==> src/rtl/bcd_tick_counter.sv <==
`default_nettype none
// +--------------------------------------------------------------------------+
// | Module     : bcd_tick_counter                                            |
// | Description: Prescaled up/down packed-BCD counter with synchronous       |
// |              clear/load, roll-over pulse and active-low 7-segment        |
// |              outputs with optional leading-zero blanking.                |
// | Revision   : 1.0 - initial release                                       |
// +--------------------------------------------------------------------------+
module bcd_tick_counter #(
  parameter int CLK_FREQ = 50000000,
  parameter int TICK_HZ  = 1,
  parameter int DIGITS   = 4
) (
  input  logic                  clk,
  input  logic                  rst,
  input  logic                  en,
  input  logic                  up,
  input  logic                  clr,
  input  logic                  load,
  input  logic [4*DIGITS-1:0]   load_val,
  input  logic                  blank_lz,
  output logic [4*DIGITS-1:0]   count,
  output logic [7*DIGITS-1:0]   HEX,
  output logic                  tick,
  output logic                  wrap
);

  localparam int             DIV       = CLK_FREQ / TICK_HZ;
  localparam int             PW        = (DIV > 1) ? $clog2(DIV) : 1;
  localparam logic [PW-1:0]  PRESC_MAX = PW'(DIV - 1);

  logic [PW-1:0]          presc;
  logic [4*DIGITS-1:0]    count_step;
  logic [4*DIGITS-1:0]    load_sat;
  logic                   roll;
  logic [3:0]             step_digit;
  logic [3:0]             hex_digit;
  logic                   hi_zero;

  // Active-low gfedcba segment pattern for one BCD digit.
  function automatic logic [6:0] seg7(input logic [3:0] d);
    case (d)
      4'd0:    seg7 = 7'h40;
      4'd1:    seg7 = 7'h79;
      4'd2:    seg7 = 7'h24;
      4'd3:    seg7 = 7'h30;
      4'd4:    seg7 = 7'h19;
      4'd5:    seg7 = 7'h12;
      4'd6:    seg7 = 7'h02;
      4'd7:    seg7 = 7'h78;
      4'd8:    seg7 = 7'h00;
      4'd9:    seg7 = 7'h18;
      default: seg7 = 7'h7F;
    endcase
  endfunction

  // Count advances on the last prescaler cycle; gated by en so a held
  // prescaler parked at its terminal value does not keep firing.
  assign tick = en && (presc == PRESC_MAX);

  // Loaded digits above 9 are clamped so the count is always legal BCD.
  generate
    for (genvar g = 0; g < DIGITS; g++) begin : g_load_sat
      assign load_sat[4*g +: 4] = (load_val[4*g +: 4] > 4'd9) ? 4'd9 : load_val[4*g +: 4];
    end
  endgenerate

  // Ripple carry/borrow across digits; roll left set means every digit wrapped.
  always_comb begin
    count_step = count;
    roll       = 1'b1;
    step_digit = 4'd0;
    for (int i = 0; i < DIGITS; i++) begin
      step_digit = count[4*i +: 4];
      if (roll) begin
        if (up) begin
          if (step_digit == 4'd9) begin
            count_step[4*i +: 4] = 4'd0;
          end else begin
            count_step[4*i +: 4] = step_digit + 4'd1;
            roll                 = 1'b0;
          end
        end else begin
          if (step_digit == 4'd0) begin
            count_step[4*i +: 4] = 4'd9;
          end else begin
            count_step[4*i +: 4] = step_digit - 4'd1;
            roll                 = 1'b0;
          end
        end
      end
    end
  end

  // Prescaler, count and wrap pulse; clear beats load beats tick.
  always_ff @(posedge clk or negedge rst) begin
    if (!rst) begin
      presc <= '0;
      count <= '0;
      wrap  <= 1'b0;
    end else if (clr) begin
      presc <= '0;
      count <= '0;
      wrap  <= 1'b0;
    end else if (load) begin
      presc <= '0;
      count <= load_sat;
      wrap  <= 1'b0;
    end else begin
      wrap <= tick && roll;
      if (tick) begin
        presc <= '0;
        count <= count_step;
      end else if (en) begin
        presc <= presc + PW'(1);
      end
    end
  end

  // Segment decode from the top digit down so leading zeros can be tracked.
  always_comb begin
    HEX       = '1;
    hi_zero   = 1'b1;
    hex_digit = 4'd0;
    for (int i = DIGITS - 1; i >= 0; i--) begin
      hex_digit = count[4*i +: 4];
      hi_zero   = hi_zero && (hex_digit == 4'd0);
      if (blank_lz && (i != 0) && hi_zero) begin
        HEX[7*i +: 7] = 7'h7F;
      end else begin
        HEX[7*i +: 7] = seg7(hex_digit);
      end
    end
  end

endmodule
`default_nettype wire
==> config.mk <==
export PLATFORM = sky130hd
export DESIGN_NAME = bcd_tick_counter
export DESIGN_NICKNAME = d
export VERILOG_FILES = /design/src/rtl/bcd_tick_counter.sv
export SDC_FILE = /design/constraint.sdc
export NUM_CORES = 1
export LEC_CHECK = 0
export BUFFER_PORTS_ARGS = -buffer_cell sky130_fd_sc_hd__buf_2
export CAP_MARGIN = 20
export CORE_UTILIZATION = 50
export CTS_CLUSTER_SIZE = 25
export DETAILED_ROUTE_END_ITERATION = 8
export MAX_ROUTING_LAYER = met4
export PLACE_DENSITY = 0.75
export RECOVER_POWER = 100
export SKIP_CTS_REPAIR_TIMING = 1
export SYNTH_ARGS = -nofsm -noshare
export SYNTH_HDL_FRONTEND = slang
export SYNTH_SLANG_ARGS = --single-unit
export TNS_END_PERCENT = 1
==> constraint.sdc <==
create_clock -name clk -period 4 [get_ports clk]
set_input_delay 0.2 -clock clk [delete_from_list [all_inputs] [get_ports clk]]
set_output_delay 0.2 -clock clk [all_outputs]
set_load 0.005 [all_outputs]
==> flow_metrics.tcl, run 1 <==
set metrics [dict create \
    status "finished, final reports clean" \
    fill_cells 714 \
    netlist_area_sq_um 3860 \
    p_per_area_nw_per_um2 276 \
    path_class "reg2reg" \
    routabilityCongestion 0.936 \
    cts_tree "done" \
    hold_viol 0 \
    drv_cap 0 \
    overflow 0 \
    start_kind "flop" \
    synth_cell_types 72 \
    io_buffers 68 \
    synth.avg_cell_area_sq_um 7.85 \
    timing.fmax_mhz 338 \
    synth_warnings 0 \
    cts_max_level 2 \
    clock-sinks 43 \
    fin_skew_ns 0.0119 \
    grt_pass1_wl_um 17300 \
    vias_per_cell 6.07 \
    die_height_um 89.9 \
    syn_inst 492 \
    layout-drive-gt1-share 0.144 \
    core-area_sq_um 7370 \
    root_buffer "clkbuf_8" \
    vias 3877 \
    final_cell_area_sq_um 4280 \
    nets 584 \
    worst_slack_ns 1.04 \
    antenna_found_initial 0 \
    required_ns 4.15 \
    fp-row-count 31 \
    yosys_register_bits 43 \
    syn_nets 537 \
    synth_flop_cell "dfrtp_1" \
    pin_count 69 \
    path_clk_slew_ns 0.09 \
    area_delta_synth_final_pct 10.8 \
    fin_crit_sh 0.740 \
    total_power_uw 1180 \
    p_leak_uw 0.00179 \
    setup_tns_ns 0 \
    cts_made_buffers 5 \
    cp_max_fo 16 \
    vdd_drop_max_mv 0.190 \
    final_antenna_net_count 0 \
    drt_iter0_drc 244 \
    grt_max_degree 44 \
    drcViolationCount 0 \
    hpwl_um 7240 \
    cp.arrival_ns 3.11 \
    min_path_type "in2reg" \
    start_util 0.524 \
    clk_latency_ns 0.30 \
    dpl_cell_area_sq_um 4210 \
    clockBufferDepth 2 \
    async_flop_share 1.00 \
    wl_per_cell_um 15.7 \
    cp-end-kind "flop" \
    worst_slew_pin_slew_ns 1.21 \
    grt_pass1_vias 3601 \
    rsz0062_at_grt "false" \
    diodes 0 \
    fin_util 0.581 \
    fin_crit_ns 2.96 \
    pre_cts_ws_ns 1.37 \
    grt.total_usage 0.261 \
    drtPass1Iterations 5 \
    routed_wl_um 10100 \
    synth_edf_count 0 \
    setup_viol 0 \
    die-area_sq_um 8080 \
    yosysSeqAreaShare 0.279 \
    maxSlewViolCount 0 \
    worst_slew_margin_rel 0.196 \
    die_w_um 89.9 \
]
[worst max-delay path, stage by stage (launching register included)]
cell,delay [ns]
dfrtp_1,0.45
ha_1,0.26
nand2_1,0.17
nor4_1,0.87
nand2_1,0.40
nand2_1,0.53
nor2_1,0.13
[area by class of cell]
cell class,count,area (sq um),share of cell area
timing repair buffer,70,333,0.0778
clock buffer,5,68.8,0.0161
clock inverter,3,43.8,0.0102
tap,99,124,0.0289
inverter,22,82.6,0.0193
multi-input combinational,397,2550,0.596
sequential,43,1080,0.251
[cell families after synthesis]
group / count (synthesis) / synth area share
AND/OR/NAND/NOR: 202 / 0.283
adder cells (fa/ha/maj): 22 / 0.0713
flip-flops: 43 / 0.279
AO/OA/AOI/OAI: 139 / 0.232
buffers and inverters: 52 / 0.0525
multiplexers: 10 / 0.0282
XOR/XNOR: 24 / 0.0544
[path summary, 6_finish.rpt]
path                             endpoint   startpoint  slack (ns)  cells past startpoint
worst max-delay path            presc[25]     presc[0]        1.04                      6
worst min-delay path             count[4]  load_val[4]        0.19                      3
worst max register to register  presc[25]     presc[0]        1.04                      6
worst min register to register  presc[20]    presc[20]        0.56                      1
max in group asynchronous        count[1]          rst        1.66                      3
min in group asynchronous       presc[12]          rst        0.66                      2
[metal layers]
metal,up-vias,global-route usage,share of wire
met3,12,0.0330,0.051
met2,134,0.423,0.48
li1,1893,-,-
met1,1838,0.350,0.46
met5,-,-,0
met4,0,0.0591,0.011
[through the flow]
step	std cells	hold WS (ns)
after floorplan	492	-0.0956
after detailed placement	629	0.412
after global placement	629	0.406
after CTS	637	0.0852
final	639	0.191
after global routing	639	0.194
[sequential cells by signal (all words and copies together), names as in the netlist]
signal  cells
wrap        1
count      16
presc      26
[cell usage in the layout (no fill, tap or decap), types with 5 or more instances in the layout]
| cell type | n |
|---|---|
| o21ai_0 | 38 |
| nand4_1 | 11 |
| nor2_1 | 49 |
| buf_2 | 40 |
| ha_1 | 22 |
| clkbuf_8 | 5 |
| clkbuf_1 | 18 |
| a21oi_1 | 39 |
| a31oi_1 | 8 |
| nor4_1 | 6 |
| clkbuf_2 | 11 |
| a211oi_1 | 10 |
| o21a_1 | 6 |
| nand3_1 | 15 |
| mux2_2 | 7 |
| xor2_1 | 15 |
| xnor2_1 | 9 |
| nand2b_1 | 7 |
| dfrtp_1 | 43 |
| nand2_1 | 46 |
| inv_1 | 19 |
| and4_1 | 7 |
| a221oi_1 | 6 |
| nor3_1 | 17 |
| and3_1 | 5 |
[synthesized netlist by cell type (all sizes together) (7+ instances only)]
cell / count / area share
nor2: 50 / 0.051
nand2: 46 / 0.045
dfrtp: 43 / 0.28
a21oi: 39 / 0.052
o21ai: 38 / 0.049
clkbuf: 25 / 0.024
ha: 22 / 0.071
inv: 20 / 0.019
nor3: 17 / 0.022
nand3: 15 / 0.019
xor2: 15 / 0.034
nand4: 12 / 0.023
a211oi: 10 / 0.019
xnor2: 9 / 0.020
a31oi: 8 / 0.013
and4: 7 / 0.016
mux2: 7 / 0.020
nand2b: 7 / 0.011
[power breakdown]
group | leakage (uW) | internal, uW | total [uW] | switching [uW]
Clock | 0.0000581 | 186 | 344 | 158
Combinational | 0.00114 | 154 | 347 | 193
Sequential | 0.000587 | 447 | 493 | 45.7
Power figures use the tool's default switching activity.
==> inputs of run 2 (changes only) <==
--- a/config.mk
+++ b/config.mk
@@ -5,6 +5,7 @@
 export SDC_FILE = /design/constraint.sdc
 export NUM_CORES = 1
 export LEC_CHECK = 0
+export ABC_AREA = 1
 export BUFFER_PORTS_ARGS = -buffer_cell sky130_fd_sc_hd__buf_2
 export CAP_MARGIN = 20
 export CORE_UTILIZATION = 50
==> constraint.sdc (replaced) <==
create_clock -name clk -period 3 [get_ports clk]
set_input_delay 0.15 -clock clk [delete_from_list [all_inputs] [get_ports clk]]
set_output_delay 0.15 -clock clk [all_outputs]
set_load 0.005 [all_outputs]
==> run 2 against run 1 <==
The run now ends with capacitance limit, slew limit left; sequential share of layout area shrank 0.13 points; sequential cell count stayed put; worst setup slack lost 0.34 ns; die area hardly changed; hold slack got worse by 0.0050 ns; clock skew is 0.0056 ns lower; sequential power rose by 36%; highest routed layer unchanged.
==> flow_metrics.tcl, run 2 <==
set metrics [dict create \
    max_stage_delay_ns 0.46 \
    cp-end-kind "output port" \
    async_flop_share 1.00 \
    netlist_area_sq_um 3860 \
    synth_top_area_frac 0.279 \
    slowest_stage "dfrtp_1" \
    synth_edf_count 0 \
    fin_crit_sh 0.765 \
    cts_tree "done" \
    p_leak_uw 0.00219 \
    hold_ws_ns 0.185 \
    largest_register_ff_count 26 \
    routabilityCongestion 0.907 \
    setup_viol 0 \
    violations "capacitance limit, slew limit" \
    start_kind "flop" \
    min_from "load_val[4]" \
    grt.busiest_layer "met2" \
    multi_input_area_sq_um 2400 \
    drcViolationCount 0 \
    yosys_register_bits 43 \
    top_register "presc" \
    synth_flop_cell "dfrtp_1" \
    worst_slew_pin_slew_ns 2.30 \
    start_util 0.524 \
    cp.arrival_ns 2.15 \
    synthMostInstantiatedCell "nand2_1" \
    dpl_cell_area_sq_um 4240 \
    clock-sinks 43 \
    io_buffers 68 \
    p_per_area_nw_per_um2 393 \
    cts_max_level 2 \
    finalNonFillerCells 767 \
    maxSlewViolCount 44 \
    diodes 0 \
    met3_usage 0.0330 \
    die-area_sq_um 8070 \
    root_buffer "clkbuf_8" \
    hpwl_um 7720 \
    vdd_drop_max_mv 0.215 \
    synth_xor_area_frac 0.0159 \
    yosysSeqAreaShare 0.279 \
    die_w_um 89.9 \
    synth_mux_area_frac 0.00259 \
    synth_area_leaders "dfrtp_1 28%, nand2_1 17%, nand3_1 8.4%" \
    fin_skew_ns 0.00634 \
    drt_iter0_drc 219 \
    core-area_sq_um 7370 \
    syn_nets 652 \
    final_cell_area_sq_um 4300 \
    hold_viol 0 \
    top_regs "presc: 26 flops, count: 16 flops, wrap: 1 flops" \
    path_class "reg2out" \
    synth_warnings 0 \
    pin_count 69 \
    cp_max_fo 7 \
    fp-row-count 31 \
    synth_common_cells "174 x nand2_1, 67 x inv_1, 65 x nand3_1" \
    path_cells "inv_1, ha_1, nand2_1, inv_1, nand4_1, nor2_1, nor2_1, o21a_1, nand2_1, buf_2" \
    seq_area_sq_um 1080 \
    cts_made_buffers 5 \
    grt_pass1_vias 4008 \
    routed_wl_um 10100 \
    drtPass1Iterations 6 \
    final_common_cell "nand2_1" \
    synth_simple_gate_area_frac 0.411 \
    fin_crit_ns 2.30 \
    area_delta_synth_final_pct 11.5 \
    drv_cap 1 \
    wl_per_cell_um 13.2 \
    yosys.area.top_type "dfrtp_1" \
    total_power_uw 1690 \
    vias_per_cell 5.44 \
    min_path_type "in2reg" \
    timing.fmax_mhz 436 \
    die_height_um 89.9 \
    most-common-layout-cells "175 x nand2_1, 70 x inv_1, 66 x nor2_1" \
    synth.avg_cell_area_sq_um 6.36 \
    final_antenna_net_count 0 \
    setup_tns_ns 0 \
    clockBufferDepth 2 \
    synth_fa_ha_area_frac 0.0713 \
    dp_cells 759 \
    grtUsageMet2 0.463 \
    use_met1 0.313 \
    synth_cell_types 41 \
    grt_pass1_wl_um 17400 \
    synth_top_family_by_area "simple AND/OR/NAND/NOR gates" \
    crit_start "count[12]" \
    required_ns 2.85 \
    fill_cells 759 \
    reg2reg_from "presc[0]" \
    clk_latency_ns 0.30 \
    syn_inst 607 \
    path_clk_slew_ns 0.09 \
    status "finished, violations left" \
    synth_compound_gate_area_share 0.126 \
    worst_slew_margin_rel -0.536 \
    grt_max_degree 44 \
    rsz0062_at_grt "false" \
    grt.total_usage 0.264 \
    overflow 0 \
    antenna_found_initial 0 \
    nets 712 \
    layout-drive-gt1-share 0.120 \
    vias 4172 \
]
-- run 2: cell types whose count changed after synthesis, moves of 8 or more --
cell / previous run / this run
nand2_2: 0 / 8
nor2_1: 49 / 64
nand2_1: 46 / 174
inv_1: 19 / 67
a211oi_1: 10 / 2
clkbuf_1: 25 / 1
xor2_1: 15 / 5
a31oi_1: 8 / 0
o21ai_1: 0 / 11
a21oi_1: 38 / 21
nand3_1: 15 / 65
buf_2: 3 / 11
-- run 2: final cells by class --
cell class                      instances  share of cell area
Clock buffer                            5              0.0160
Clock inverter                          3              0.0102
Inverter                               74              0.0646
Multi-Input combinational cell        475               0.557
Sequential cell                        43               0.250
Tap cell                               99              0.0288
Timing Repair Buffer                   68              0.0730
-- run 2: path summary, 6_finish.rpt --
kind,endpoint,slack (ns),depth (start not counted)
setup / recovery,HEX[12],0.70,10
hold / removal,count[4],0.19,3
setup reg to reg,presc[15],0.76,10
hold reg to reg,presc[15],0.56,2
max in group asynchronous,count[11],1.16,1
min in group asynchronous,presc[23],0.54,1
-- run 2: cells by family after synthesis --
logic type	Yosys count
fa+ha+maj	22
flops	43
mux	1
buf+inv	89
xor+xnor	7
simple gates	357
compound gates	88
-- run 2: worst max-delay path, delay by kind of cell (launching register included) --
family,cells,cell delay (ns)
and+or+nand+nor,5,0.62
DFF,1,0.46
buffers and inverters,3,0.32
adders and majority gates,1,0.27
AOI/OAI and AO/OA,1,0.18
-- run 2: stage by stage --
step,utilization,worst slack [ns]
after floorplan,-,1.40
after global routing,0.584,0.484
after detailed placement,0.575,0.982
after global placement,0.575,1.06
after CTS,0.590,0.696
final,0.584,0.704
-- run 2: power breakdown --
group | leakage, uW | switching [uW] | total (uW) | internal, uW
sequential | 0.000584 | 68.7 | 672 | 604
clock | 0.0000581 | 212 | 460 | 248
combinational | 0.00154 | 337 | 560 | 223
-- run 2: layer usage --
| metal | up-vias | wire length [um] |
|---|---|---|
| met3 | 30 | 541 |
| met5 | - | 0 |
| met1 | 1905 | 4460 |
| met4 | 0 | 225 |
| li1 | 2098 | - |
| met2 | 139 | 4900 |
